==> src/rtl/code_digit_emitter_pkg.sv <==
// Shared definitions for the keypad code-to-digit emitter.
package code_digit_emitter_pkg;

    typedef enum logic [1:0] {
        ST_IDLE    = 2'd0,
        ST_CONVERT = 2'd1,
        ST_SKIP    = 2'd2,
        ST_EMIT    = 2'd3
    } state_e;

    localparam int BCD_W         = 4;
    localparam int KEY_DIGIT_MAX = 9;

endpackage

==> src/rtl/code_digit_emitter_if.sv <==
// Start/value request plus digit stream handshake between the emitter and its consumer.
interface code_digit_emitter_if import code_digit_emitter_pkg::*; #(
    parameter int WIDTH = 32
) ();

    logic             start;
    logic [WIDTH-1:0] value;
    logic             busy;
    logic [BCD_W-1:0] digit;
    logic             digit_valid;
    logic             digit_ready;
    logic             last;
    logic             done;

    modport master (
        output start, value, digit_ready,
        input  busy, digit, digit_valid, last, done
    );

    modport slave (
        input  start, value, digit_ready,
        output busy, digit, digit_valid, last, done
    );

endinterface

==> src/rtl/code_digit_emitter_bcd_add3.sv <==
// Double-dabble correction cell: a nibble above half the largest digit gets +3.
module bcd_add3 import code_digit_emitter_pkg::*; (
    input  logic [BCD_W-1:0] d_i,
    output logic [BCD_W-1:0] q_o
);

    // Add 3 to nibbles of 5 or more so the following left shift carries into the next digit
    always_comb begin
        q_o = (d_i > BCD_W'(KEY_DIGIT_MAX / 2)) ? d_i + BCD_W'(3) : d_i;
    end

endmodule

==> src/rtl/code_digit_emitter.sv <==
// Binary code to decimal digit stream: sequential double-dabble, then MS-first emission
// of the digits without leading zeros over a valid/ready handshake.
module code_digit_emitter import code_digit_emitter_pkg::*; #(
    parameter int WIDTH   = 32,
    parameter int NDIGITS = 10
) (
    input  logic                  hwclk,
    input  logic                  reset,
    code_digit_emitter_if.slave   bus
);

    localparam int CNT_W   = $clog2(WIDTH + 1);
    localparam int IDX_W   = $clog2(NDIGITS);
    localparam int BCD_TOT = NDIGITS * BCD_W;

    state_e             state_q, state_d;
    logic [WIDTH-1:0]   shift_q, shift_d;
    logic [BCD_TOT-1:0] bcd_q, bcd_d, bcd_adj;
    logic [CNT_W-1:0]   cnt_q, cnt_d;
    logic [IDX_W-1:0]   idx_q, idx_d;
    logic               busy_q, busy_d;
    logic [BCD_W-1:0]   digit_q, digit_d;
    logic               valid_q, valid_d;
    logic               last_q, last_d;
    logic               done_q, done_d;
    logic [BCD_W-1:0]   cur_nib, next_nib;
    logic               hs;

    function automatic logic [BCD_W-1:0] nibble(input logic [BCD_TOT-1:0] bcd,
                                                input logic [IDX_W-1:0]   idx);
        return bcd[int'(idx) * BCD_W +: BCD_W];
    endfunction

    for (genvar g = 0; g < NDIGITS; g++) begin : g_add3
        bcd_add3 u_add3 (
            .d_i (bcd_q[g*BCD_W +: BCD_W]),
            .q_o (bcd_adj[g*BCD_W +: BCD_W])
        );
    end

    assign hs       = valid_q & bus.digit_ready;
    assign cur_nib  = nibble(bcd_q, idx_q);
    assign next_nib = nibble(bcd_q, idx_q - IDX_W'(1));

    assign bus.busy        = busy_q;
    assign bus.digit       = digit_q;
    assign bus.digit_valid = valid_q;
    assign bus.last        = last_q;
    assign bus.done        = done_q;

    // State, datapath and output registers; reset clears everything asynchronously
    always_ff @(posedge hwclk or posedge reset) begin
        if (reset) begin
            state_q <= ST_IDLE;
            shift_q <= '0;
            bcd_q   <= '0;
            cnt_q   <= '0;
            idx_q   <= '0;
            busy_q  <= 1'b0;
            digit_q <= '0;
            valid_q <= 1'b0;
            last_q  <= 1'b0;
            done_q  <= 1'b0;
        end else begin
            state_q <= state_d;
            shift_q <= shift_d;
            bcd_q   <= bcd_d;
            cnt_q   <= cnt_d;
            idx_q   <= idx_d;
            busy_q  <= busy_d;
            digit_q <= digit_d;
            valid_q <= valid_d;
            last_q  <= last_d;
            done_q  <= done_d;
        end
    end

    // Next-state: convert for WIDTH cycles, skip leading zeros, emit until the last handshake
    always_comb begin
        state_d = state_q;
        case (state_q)
            ST_IDLE:    if (bus.start) state_d = ST_CONVERT;
            ST_CONVERT: if (cnt_q == CNT_W'(WIDTH - 1)) state_d = ST_SKIP;
            ST_SKIP:    if (!(cur_nib == '0 && idx_q != '0)) state_d = ST_EMIT;
            ST_EMIT:    if (hs && idx_q == '0) state_d = ST_IDLE;
            default:    state_d = ST_IDLE;
        endcase
    end

    // Datapath and registered-output next values, keyed on the current state
    always_comb begin
        shift_d = shift_q;
        bcd_d   = bcd_q;
        cnt_d   = cnt_q;
        idx_d   = idx_q;
        digit_d = digit_q;
        valid_d = valid_q;
        last_d  = last_q;
        done_d  = 1'b0;
        busy_d  = (state_d != ST_IDLE);
        case (state_q)
            ST_IDLE: begin
                if (bus.start) begin
                    shift_d = bus.value;
                    bcd_d   = '0;
                    cnt_d   = '0;
                end
            end
            ST_CONVERT: begin
                {bcd_d, shift_d} = {bcd_adj, shift_q} << 1;
                cnt_d = cnt_q + CNT_W'(1);
                if (cnt_q == CNT_W'(WIDTH - 1)) idx_d = IDX_W'(NDIGITS - 1);
            end
            ST_SKIP: begin
                if (cur_nib == '0 && idx_q != '0) begin
                    idx_d = idx_q - IDX_W'(1);
                end else begin
                    digit_d = cur_nib;
                    valid_d = 1'b1;
                    last_d  = (idx_q == '0);
                end
            end
            ST_EMIT: begin
                if (hs) begin
                    if (idx_q != '0) begin
                        idx_d   = idx_q - IDX_W'(1);
                        digit_d = next_nib;
                        last_d  = (idx_q == IDX_W'(1));
                    end else begin
                        digit_d = '0;
                        valid_d = 1'b0;
                        last_d  = 1'b0;
                        done_d  = 1'b1;
                    end
                end
            end
            default: ;
        endcase
    end

endmodule

==> src/flat_wrapper.sv <==
// flat-port wrapper written by rule: the top's interface ports become plain ports
module code_digit_emitter_flat import code_digit_emitter_pkg::*;
#(
    parameter int WIDTH   = 32,
    parameter int NDIGITS = 10
)
  (hwclk, reset, bus_start, bus_value, bus_digit_ready, bus_busy, bus_digit, bus_digit_valid, bus_last, bus_done);
  code_digit_emitter_if #(.WIDTH(WIDTH)) bus_i ();
  input  logic hwclk;
  input  logic reset;
  input wire logic [$bits(bus_i.start)-1:0] bus_start;
  input wire logic [$bits(bus_i.value)-1:0] bus_value;
  input wire logic [$bits(bus_i.digit_ready)-1:0] bus_digit_ready;
  output wire logic [$bits(bus_i.busy)-1:0] bus_busy;
  output wire logic [$bits(bus_i.digit)-1:0] bus_digit;
  output wire logic [$bits(bus_i.digit_valid)-1:0] bus_digit_valid;
  output wire logic [$bits(bus_i.last)-1:0] bus_last;
  output wire logic [$bits(bus_i.done)-1:0] bus_done;
  assign bus_i.start = bus_start;
  assign bus_i.value = bus_value;
  assign bus_i.digit_ready = bus_digit_ready;
  assign bus_busy = bus_i.busy;
  assign bus_digit = bus_i.digit;
  assign bus_digit_valid = bus_i.digit_valid;
  assign bus_last = bus_i.last;
  assign bus_done = bus_i.done;
  code_digit_emitter #(.WIDTH(WIDTH), .NDIGITS(NDIGITS)) u_core (.hwclk(hwclk), .reset(reset), .bus(bus_i));
endmodule
==> config.mk <==
export PLATFORM = sky130hd
export DESIGN_NAME = code_digit_emitter_flat
export DESIGN_NICKNAME = d
export VERILOG_FILES = /design/src/rtl/code_digit_emitter_pkg.sv /design/src/rtl/code_digit_emitter_if.sv /design/src/rtl/code_digit_emitter_bcd_add3.sv /design/src/rtl/code_digit_emitter.sv /design/src/flat_wrapper.sv
export SDC_FILE = /design/constraint.sdc
export NUM_CORES = 1
export LEC_CHECK = 0
export ABC_AREA = 1
export CAP_MARGIN = 40
export CORE_ASPECT_RATIO = 1.2
export CORE_UTILIZATION = 40
export CTS_BUF_LIST = sky130_fd_sc_hd__clkbuf_8
export DETAILED_ROUTE_END_ITERATION = 10
export PLACE_DENSITY = 0.61
export SLEW_MARGIN = 25
export SYNTH_ARGS = -nofsm -noshare
export SYNTH_HDL_FRONTEND = slang
export SYNTH_SLANG_ARGS = --single-unit
==> constraint.sdc <==
create_clock -name hwclk -period 3.85 [get_ports hwclk]
set_clock_uncertainty 0.1 [all_clocks]
set_input_delay 0.77 -clock hwclk [delete_from_list [all_inputs] [get_ports hwclk]]
set_output_delay 0.77 -clock hwclk [all_outputs]
set_load 0.02 [all_outputs]
### Word-level counts from Yosys, hierarchy flattened

Cells that the tools add are included.

* register bits after elaboration: 92
* word-level logic and storage cells: 102
* output and inout bits: 8
* input bits: 36

* reductions and logical operators: 14
* bitwise logic cells: 1
* equal/unequal tests: 12
* multiplexer cells: 41
* add/sub/neg operators: 12
* shifts and indexed selects: 2
* $lt $le $gt $ge: 10

Operator list (number)
* 40-bit case mux with 2 select lines: 1
* 40-bit by 7-bit indexed part select with 4-bit output: 2
* 4-bit 2-to-1 mux: 16
* 32-bit case mux with 2 select lines: 1
* 4-bit by 3-bit > comparator with 1-bit output (second input constant): 10
* 40-bit 2-to-1 mux: 1
* 4-bit by 2-bit adder with 4-bit output (second input constant): 9
* 32-bit 2-to-1 mux: 1
* 4-bit case mux with 3 select lines: 1
* 6-bit case mux with 2 select lines: 1
* 1-bit 2-to-1 mux: 9
* 4-bit logical NOT: 2
* 2-bit 2-to-1 mux: 4
* 2-bit by 1-bit != test with 1-bit output (second input constant): 4
* 2-bit case mux with 4 select lines: 1
* 4-bit case mux with 2 select lines: 1
* 6-bit by 1-bit adder with 6-bit output (second input constant): 1
* 6-bit by 5-bit == test with 1-bit output (second input constant): 1
* 6-bit 2-to-1 mux: 1
* 2-bit != test (second input constant): 3
* 2-bit nonzero test: 3
* 5-bit AND reduction: 1
* 2-bit == test (second input constant): 2
* 4-bit by 1-bit == test with 1-bit output (second input constant): 1
* other kinds (13): 15

### Longest topological paths before layout

Gate-level depths: netlist of run 1.

* depth after elaboration: 6
* depth in mapped cells: 14
* mapped depth without buffers: 12

### Cells and area by module

A second synthesis of run 1 with hierarchy kept.

* cell total of the unflattened synthesis: 906
* area, all modules: 6104.6 µm²

By module, submodules not included
* code_digit_emitter: cells each 616, seq. area each 2302.2 µm², area each 4765.8 µm², instances 1
* bcd_add3: cells each 29, seq. area each 0.0 µm², area each 133.9 µm², instances 10

### Worst setup path before layout of run 1

Ideal clock, no wire load.

* path type: reg2reg
* from: reg u_core.idx_q[0]
* to: reg u_core.digit_q[2] (netlist: u_core.bus.digit[2])
* arrival time: 1839 ps
* buffers on the path: 3
* path slack: 1794 ps
* period minus slack after synthesis: 2056 ps
* setup time: 117 ps
* cell stages (with the launch flop): 15
* path through: dfrtp_1 buf_6 inv_6 buf_8 ha_1 buf_2 clkinv_1 a21oi_1 o21ai_0 nand3_1 nand3_1 nand3_1 nand2_1 nand4_1 nand2_1

* word-level cells in the longest chain between the ends: 5
* elaborated cells on any way between the ends: 12
* classes of those cells: add/sub (1); eq/ne (1); shift (2); mux (4); reduce/logical (4)

RTL lines
* start: declaration: line code_digit_emitter.sv:20 `logic [IDX_W-1:0] idx_q, idx_d;`
* start signal: assignment: line code_digit_emitter.sv:69 `idx_q <= idx_d;`
* 4-bit by 1-bit subtractor with 4-bit output / 40-bit by 7-bit indexed part select with 4-bit output (equally long branches): line code_digit_emitter.sv:43, code_digit_emitter.sv:31
* 40-bit by 7-bit indexed part select with 4-bit output / 4-bit logical NOT (equally long branches): line code_digit_emitter.sv:31, code_digit_emitter.sv:115
* 4-bit 2-to-1 mux / 1-bit logical AND (equally long branches): line code_digit_emitter.sv:125, code_digit_emitter.sv:115
* 4-bit 2-to-1 mux / 2-bit != test (equally long branches)
* 4-bit case mux with 2 select lines / 3-bit AND reduction (equally long branches)
* end signal: assignment: line code_digit_emitter.sv:71 `digit_q <= digit_d;`
* end: declaration: line code_digit_emitter.sv:22 `logic [BCD_W-1:0] digit_q, digit_d;`

Parallel ways exist; a longest one is shown, timed or not. The select of a mux whose other input is x is not followed.
A chain may end at the register's enable or synchronous reset.

### Worst setup path after layout of run 1

* from: reg u_core.idx_q[1]
* to: reg u_core.digit_q[0] (netlist: u_core.bus.digit[0])

Same word-level chain as after synthesis.

==> results of run 1 <==
-- where the power goes --
part	leakage (uW)	switching [uW]	total (uW)	internal, uW
clock	0.000103	378	701	323
sequential	0.00111	325	1780	1460
combinational	0.00165	2130	3310	1180
total	0.00286	2830	5790	2960
-- layer usage --
layer	vias up	part of all wire (%)	wire length (um)	GRT usage, %
met2	81	49	6490	36.4
li1	2435	-	-	-
met3	25	2.6	342	3.62
met5	-	0	0	0
met4	0	2.3	301	8.51
met1	2309	46	6000	25.6
-- cells in the mapped netlist (6+ instances only) --
cell,n
nand2_1,141
o21ai_0,95
dfrtp_1,92
inv_1,79
nor2_1,67
nand3_1,61
a21oi_1,28
o22ai_1,18
clkbuf_1,16
ha_1,14
o221ai_1,11
buf_2,10
o211ai_1,8
inv_2,7
nand3_2,6
o32ai_1,6
-- worst register-to-register path: stages (launching register included) --
cell      delay (ns)
dfrtp_1         0.68
inv_2           0.25
ha_1            0.57
clkinv_1        0.32
a21oi_1         0.18
o21ai_0         0.12
nand3_1         0.13
nand3_1         0.12
nand3_1         0.10
nand2_1         0.06
nand4_1         0.10
nand2_1         0.07
-- sequential cells by signal, indices dropped and copies added (netlist names) --
name	flops
u_core.bcd_q	40
u_core.bus.busy	1
u_core.cnt_q	6
u_core.bus.done	1
u_core.idx_q	4
u_core.state_q	2
u_core.bus.last	1
u_core.bus.digit	4
u_core.shift_q	32
u_core.bus.digit_valid	1
-- final timing paths --
check                                                 from                               to  slack [ns]  cells after the start
min in group asynchronous                            reset      u_core.bcd_q[5]$_DFFE_PP0P_        0.55                      2
max in group asynchronous                            reset  u_core.bus.digit[3]$_DFFE_PP0P_        2.53                      3
max reg2reg                    u_core.idx_q[1]$_DFFE_PP0P_  u_core.bus.digit[0]$_DFFE_PP0P_        0.95                     11
min reg2reg                u_core.bus.digit[1]$_DFFE_PP0P_  u_core.bus.digit[1]$_DFFE_PP0P_        0.38                      2
max                            u_core.idx_q[1]$_DFFE_PP0P_  u_core.bus.digit[0]$_DFFE_PP0P_        0.95                     11
min                        u_core.bus.digit[1]$_DFFE_PP0P_  u_core.bus.digit[1]$_DFFE_PP0P_        0.38                      2
-- final cells by class --
type,count,share of cell area [%]
well taps,168,3.40
flip-flops and latches,92,37.2
inverters,88,5.44
clock inverters,6,1.11
repair buffers,49,8.29
multi-input cells,496,42.3
clock buffers,10,2.22
-- cells by family after synthesis --
family,after synthesis
and+or+nand+nor,297
AOI/OAI and AO/OA,182
buffers and inverters,120
DFF,92
adders and majority gates,14
xor gates and xnor gates,2
muxes,1
-- through the flow --
step	setup slack [ns]	total power (uW)
6_report	0.954	5790
5_1_grt	0.697	6420
4_1_cts	1.02	5810
3_5_place_dp	0.822	5100
3_3_place_gp	0.914	4960
2_1_floorplan	0.588	4300
==> qor.yml, run 1 <==
clocking:
  cts_made_buffers: 9
  clock_path_buffers: 2
  cts.repair.resized: 0
  cts_tree: "built"
  clkLatencyLatePin_ns: 0.39
  clk_pin_slew_worst_paths_ns: 0.09
  clock-root-buffer: "clkbuf_8"
  cts_setup_buffers: 0
  cts.sinks: 92
  htreeDepth: 3
  cts_hold_buffers: 0
synthesis:
  ys_seq_area_share_pct: 42.4
  synth_compound_area_share_pct: 19.6
  synth_warnings: 0
  synth_top_area_cell: "dfrtp_1"
  synth-simple-area-share_pct: 24.8
  synth_area_leaders: "dfrtp_1 (42%), nand2_1 (9.8%), o21ai_0 (8.8%), nand3_1 (5.6%), inv_1 (5.5%)"
  yosys.area.top_type_share_pct: 42.4
  ys.flop_type: "dfrtp_1"
  synth_xor_area_share_pct: 0.461
  synth_top_family_by_area: "simple AND/OR/NAND/NOR gates"
  syn_inst: 708
  syn_avg_cell_area_um2: 7.66
  yosysUniqueCellTypes: 42
  syn_nets: 758
  synth-adder-area-share_pct: 3.23
  synth-edff-count: 0
  ys_ff_latch: 92
  ys_async_sr_fraction_pct: 100
  syn_area_um2: 5430
  muxShareOfSynthArea_pct: 0.184
routing:
  wirelength_um: 13100
  ant_nets: 0
  routed_via_density: 5.34
  wl_per_cell_um: 14.5
  remaining_drc_errors: 0
  vias: 4850
  drt_iter0_drc: 311
  drtPass1Iterations: 4
power:
  p_leak_uw: 0.00286
  vdd_ir_drop_max_v: 0.000345
  power_density_nw_per_um2: 936
finish:
  multi_input_comb_area_um2: 2620
  diodes: 0
  fin_area_um2: 6190
  nets: 786
  layout_commonest_cell: "nand2_1"
  seq_area_um2: 2300
  fin_cells: 909
  fillCellCount: 1364
  layout.cells.most_common_list: "nand2_1 (141), o21ai_0 (95), dfrtp_1 (92), inv_1 (78), nor2_1 (67)"
  area_growth_pct: 14.0
  utilization_pct: 46.7
  drive_above_1_share_pct: 7.02
floorplanning:
  die_y_um: 130
  dieArea_um2: 14000
  row_count: 46
  core_um2: 13200
  die_x_um: 108
  initial_core_util_pct: 41.0
  ios: 44
setup_path:
  max_stage_delay_ns: 0.68
  cp_common_cell: "nand3_1"
  worst-path-buf-inv: 2
  crit_path_end_kind: "flip-flop"
  crit_type: "flip-flop to flip-flop"
  critPathArrivalTime_ns: 3.07
  path_cells: "inv_2 -> ha_1 -> clkinv_1 -> a21oi_1 -> o21ai_0 -> nand3_1 -> nand3_1 -> nand3_1 -> nand2_1 -> nand4_1 -> nand2_1"
  crit_fanout: 16
  worst_path_max_delay_cell: "dfrtp_1"
  crit_family: "flip-flops"
  crit_path_start_kind: "flip-flop"
  required_ns: 4.02
placement:
  placed_area_um2: 5980
  gp_congestion: 0.877
  dp.cells: 893
  io_buffers: 43
  hpwl_um: 9310
timing:
  setup_tns_ns: 0
  clock.fmax_ghz: 0.345
  slew-limit-headroom_pct: 56.9
  worst_pin_slew_ns: 0.647
  setup_violations: 0
  fin_crit_ns: 2.90
  grt_setup_unrepaired: "false"
  hold_viol_final: 0
  final_max_slew_viol_count: 0
  holdWs_ns: 0.377
  fin_crit_sh_pct: 75.2
grt:
  first_global_vias: 4938
  track_usage_pct: 20.9
  grt_pass1_wl_um: 23100
  grt_antenna_before_repair: 0
  grt_start_max_net_pins: 65
  overflow: 0
job:
  drv_cap: 0
hold_path:
  holdCritPathClass: "flip-flop to flip-flop"
run_status:
  outcome: "completed"
(Power assumes the default switching activity.)
==> run 2: changes to the inputs <==
==> constraint.sdc (replaced) <==
create_clock -name hwclk -period 2.9 [get_ports hwclk]
set_clock_uncertainty 0.1 [all_clocks]
set_input_delay 0.58 -clock hwclk [delete_from_list [all_inputs] [get_ports hwclk]]
set_output_delay 0.58 -clock hwclk [all_outputs]
set_load 0.02 [all_outputs]
==> run 2 against run 1 <==
Against the previous run:
- critical path depth shrank 4
- total power rose by 35%
- count of clock-buffer cells in the layout down 1
- sequential cell count stayed put
- utilization increased by 0.43 points
- register-to-register slack worse by 0.31 ns
- largest power group unchanged
- first-iteration DRC count is 26% lower
- highest routed layer unchanged
==> qor.yml, run 2 (synthesis results as in run 1) <==
run_status:
  outcome: "completed"
power:
  intPower_uw: 4030
  p_comb_share_pct: 57.9
  finalPower_uw: 7840
  power_frac_clock_pct: 12.0
  power_switching_uw: 3810
  p_leak_uw: 0.00289
  vdd_ir_drop_max_v: 0.000406
  power_density_nw_per_um2: 1260
  seqPwrFrac_pct: 30.1
  swShare_pct: 48.6
routing:
  wl_per_cell_um: 14.9
  ant_nets: 0
  vias: 4922
  routed_via_density: 5.39
  wirelength_um: 13600
  drtPass1Iterations: 5
  remaining_drc_errors: 0
  drt_iter0_drc: 231
finish:
  drive_above_1_share_pct: 7.52
  diodes: 0
  layout_commonest_cell: "nand2_1"
  utilization_pct: 47.2
  largest_reg_flops: 40
  largest_register: "u_core.bcd_q"
  top_regs: "u_core.bcd_q (40), u_core.shift_q (32), u_core.cnt_q (6)"
  area_growth_pct: 15.1
  layout.cells.most_common_list: "nand2_1 (141), o21ai_0 (95), dfrtp_1 (92), inv_1 (78), nor2_1 (67)"
  nets: 792
timing:
  setup_violations: 0
  fin_crit_sh_pct: 77.6
  setup_tns_ns: 0
  hold_viol_final: 0
  fin_crit_ns: 2.25
  fin_ws_ns: 0.649
  clock.fmax_ghz: 0.444
  holdWs_ns: 0.378
  final_max_slew_viol_count: 0
  slew-limit-headroom_pct: 63.1
  worst_pin_slew_ns: 0.549
  grt_setup_unrepaired: "false"
grt:
  first_global_vias: 4790
  overflow: 0
  top_usage_layer: "met2"
  grtUsageMet2_pct: 36.0
  grt_antenna_before_repair: 0
  grtUsageMet1_pct: 24.9
  grt_pass1_wl_um: 22600
  grt_start_max_net_pins: 38
  track_usage_pct: 20.7
  grtUsageMet3_pct: 2.92
setup_path:
  crit_type: "flip-flop to flip-flop"
  crit_path_end_kind: "flip-flop"
  crit_fanout: 33
  critPathArrivalTime_ns: 2.38
  crit_path_start_kind: "flip-flop"
  required_ns: 3.03
floorplanning:
  row_count: 46
  die_x_um: 108
  initial_core_util_pct: 41.0
  die_y_um: 130
  core_um2: 13200
  dieArea_um2: 14000
  ios: 44
clocking:
  cts_tree: "built"
  htreeDepth: 3
  cts.sinks: 92
  cts_setup_buffers: 0
  clk_pin_slew_worst_paths_ns: 0.08
  clock_path_buffers: 2
  cts.repair.resized: 0
  cts_hold_buffers: 0
  cts_made_buffers: 9
  clock-root-buffer: "clkbuf_8"
  clkLatencyLatePin_ns: 0.39
hold_path:
  holdCritPathClass: "flip-flop to flip-flop"
placement:
  io_buffers: 43
  dp_slack_ns: 0.578
  gp_congestion: 0.920
  hpwl_um: 9920
job:
  drv_cap: 0
[run 2: cell count changes in the layout (fill, tap and decap cells not counted)]
cell,delta
buf_4,+5
inv_6,-2
bufinv_16,+1
clkbuf_8,-1
buf_12,+1
[run 2: power groups by stage]
stage                     clock [uW]  sequential (uW)  combinational (uW)
after floorplan                    0             2300                3410
after global placement             0             2350                4380
after detailed placement           0             2380                4520
after CTS                        969             2350                4540
after global routing            1000             2430                5140
final                            943             2360                4540
[run 2: worst max-delay path, cell delays in order, from the launching register on]
cell     delay [ns]
dfrtp_1        0.54
inv_2          0.17
nand2_2        0.07
inv_2          0.39
nor2_8         0.15
inv_2          0.35
buf_12         0.22
o21ai_0        0.10
[run 2: path summary, 6_finish.rpt]
path                                                  from                         endpoint  slack [ns]  cells after the start
min reg2reg                u_core.bus.digit[3]$_DFFE_PP0P_  u_core.bus.digit[3]$_DFFE_PP0P_        0.38                      2
max                            u_core.state_q[1]$_DFF_PP0_     u_core.bcd_q[20]$_DFFE_PP0P_        0.65                      7
max reg2reg                    u_core.state_q[1]$_DFF_PP0_     u_core.bcd_q[20]$_DFFE_PP0P_        0.65                      7
min in group asynchronous                            reset   u_core.shift_q[23]$_DFFE_PP0P_        0.47                      2
min                        u_core.bus.digit[3]$_DFFE_PP0P_  u_core.bus.digit[3]$_DFFE_PP0P_        0.38                      2
max in group asynchronous                            reset     u_core.bcd_q[22]$_DFFE_PP0P_        1.65                      3
[run 2: cell type report]
type                            count  area [um2]
Sequential cell                    92        2300
Tap cell                          168         210
Multi-Input combinational cell    496        2620
Clock inverter                      5        78.8
Inverter                           88         339
Clock buffer                        9         124
Fill cell                        1350        6990
Timing Repair Buffer               55         571
[run 2: through the flow]
step / area, um2 / cells
floorplan: 5430 / 708
global placement: 6040 / 899
detailed placement: 6040 / 899
CTS: 6240 / 913
global route: 6240 / 913
finish: 6240 / 913
[run 2: routing by layer]
| layer | share of wire, % | vias to the layer above |
|---|---|---|
| met2 | 49 | 132 |
| met4 | 2.3 | 0 |
| met1 | 45 | 2327 |
| li1 | - | 2441 |
| met5 | 0 | - |
| met3 | 3.8 | 22 |
==> RTL change (settings of run 1) <==
`WIDTH` is set to 32 in 3 places; all go to 16.
--- a/src/rtl/code_digit_emitter_if.sv
+++ b/src/rtl/code_digit_emitter_if.sv
@@ -1,5 +1,5 @@
 // Start/value request plus digit stream handshake between the emitter and its consumer.
 interface code_digit_emitter_if import code_digit_emitter_pkg::*; #(
-    parameter int WIDTH = 32
+    parameter int WIDTH = 16
 ) ();
 
--- a/src/rtl/code_digit_emitter.sv
+++ b/src/rtl/code_digit_emitter.sv
@@ -2,5 +2,5 @@
 // of the digits without leading zeros over a valid/ready handshake.
 module code_digit_emitter import code_digit_emitter_pkg::*; #(
-    parameter int WIDTH   = 32,
+    parameter int WIDTH   = 16,
     parameter int NDIGITS = 10
 ) (
--- a/src/flat_wrapper.sv
+++ b/src/flat_wrapper.sv
@@ -2,5 +2,5 @@
 module code_digit_emitter_flat import code_digit_emitter_pkg::*;
 #(
-    parameter int WIDTH   = 32,
+    parameter int WIDTH   = 16,
     parameter int NDIGITS = 10
 )
Interface: changed (resized bus_value); port bits go from 44 to 28. The function was not compared with the original's and may differ.
==> RTL change against run 1 <==
- routed wire length decreased by 14%
- design area is 16% lower
- worst setup slack improved by 0.39 ns
- critical path type is now primary input to flop
- first-iteration DRC count decreased by 26%
- sequential cell count fell by 17
- critical path depth down 5
- area after synthesis decreased by 16%
- total power shrank 16%
- cell count decreased by 11%
- register-to-register slack gained 0.41 ns
==> RTL change: results (changes against run 1) <==
- Status: finished, final reports clean
- Final Non-Filler Cells: 808 (-11%)
- Clock Power Share: 11.3% (-0.8 points)
- Sw Share: 51.0% (+2.1 points)
- Multi-input logic area: 2270 sq um (-13%)
- First-pass detailed-route iteration total: 6 (+2)
- Fin nets: 684 (-13%)
- Vias: 4238 (-13%)
- Vias in the first global route: 4093 (-17%)
- Adder-Cell Fraction of Synth Area: 4.11% (+0.88 points)
- Worst path top cell family by delay: buffers and inverters
- Hold Crit Start: u_core.shift_q[6]$_DFFE_PP0P_
- CP max stage delay: 0.71 ns (+0.03 ns)
- Hold slack: 0.388 ns (+0.0116 ns)
- Sequential share of the synthesized area: 41.1% (-1.3 points)
- Sw Pwr: 2.48 mW (-13%)
- LEAKAGE: 2.45 nW (-14%)
- Combinational share of power: 60.2% (+3.0 points)
- Share of cells above drive strength 1: 5.81% (-1.2 points)
- Crit path max fanout: 14 (-2)
- #MultiIn Comb: 453 (-8.7%)
- Slew HR: 54.0% (-2.9 points)
- Non-clk bufs: 36 (-27%)
- F_max: 0.398 GHz (+15%)
- Clock Latency Late Sink: 0.35 ns (-0.04 ns)
- CP Launch Point: bus_start
- Largest regs: u_core.bcd_q (40), u_core.shift_q (16), u_core.cnt_q (5)
- Starting DRT DRC Count: 229 (-26%)
- Reg2reg setup slack: 1.36 ns (+0.41 ns)
- Slowest cell on the critical path: clkdlybuf4s50_1
- Routed WL: 11.3 mm (-14%)
- Placed inst area: 4980 sq um (-17%)
- Clock sink count: 75 (-18%)
- Placer Congestion: 0.865 (-1.4%)
- Mapped Cells: 628 (-11%)
- PwrDens: 940 nW/um^2 (+0.42%)
- DP Cell Count: 791 (-11%)
- GRT Total Usage: 20.3% (-0.61 points)
- Worst reg2reg path depth: 12 (+1)
- Yosys cell types: 31 (-26%)
- Layout filler cell count: 1108 (-19%)
- Input/output buffers: 27 (-37%)
- CTS buffer count: 9 (unchanged)
- Place WS: 0.948 ns (+0.126 ns)
- NonClk Buf Share: 7.26% (-1.0 points)
- Sequential share of cell area: 36.3% (-0.87 points)
- Post-synthesis xor/xnor area fraction: 0.740% (+0.28 points)
- Post-synth top cells: 137 x nand2_1, 77 x nand3_1, 76 x o21ai_0
- Largest net degree at the start of global routing: 72 (+11%)
- Worst setup path end: u_core.shift_q[13]$_DFFE_PP0P_
- Synth Net Count: 663 (-13%)
- Hold EP: u_core.shift_q[6]$_DFFE_PP0P_
## RTL change: cell types whose count changed in the layout (fill, tap and decap cells not counted), moves of 4 or more
| cell | run 1 | this run |
|---|---|---|
| dfrtp_1 | 92 | 74 |
| o221ai_1 | 11 | 2 |
| inv_1 | 78 | 68 |
| nand2_1 | 141 | 137 |
| a21oi_1 | 28 | 22 |
| nand3_1 | 61 | 77 |
| nand3_2 | 6 | 0 |
| o21ai_0 | 95 | 76 |
| nor2_1 | 67 | 71 |
| clkdlybuf4s50_1 | 43 | 27 |
| o22ai_1 | 18 | 14 |
## RTL change: routing by layer
layer	up-vias	routed length, um	GRT usage [%]	share of wire [%]
li1	2147	-	-	-
met1	2003	5040	25.2	45
met2	75	5640	35.0	50
met3	13	369	3.76	3.3
met4	0	207	7.44	1.8
met5	-	0	0	0
## RTL change: worst min-delay path, stage by stage (launching register included)
cell and delay [ns]:
dfrtp_1 0.35, nand2_1 0.05, nand3_1 0.05
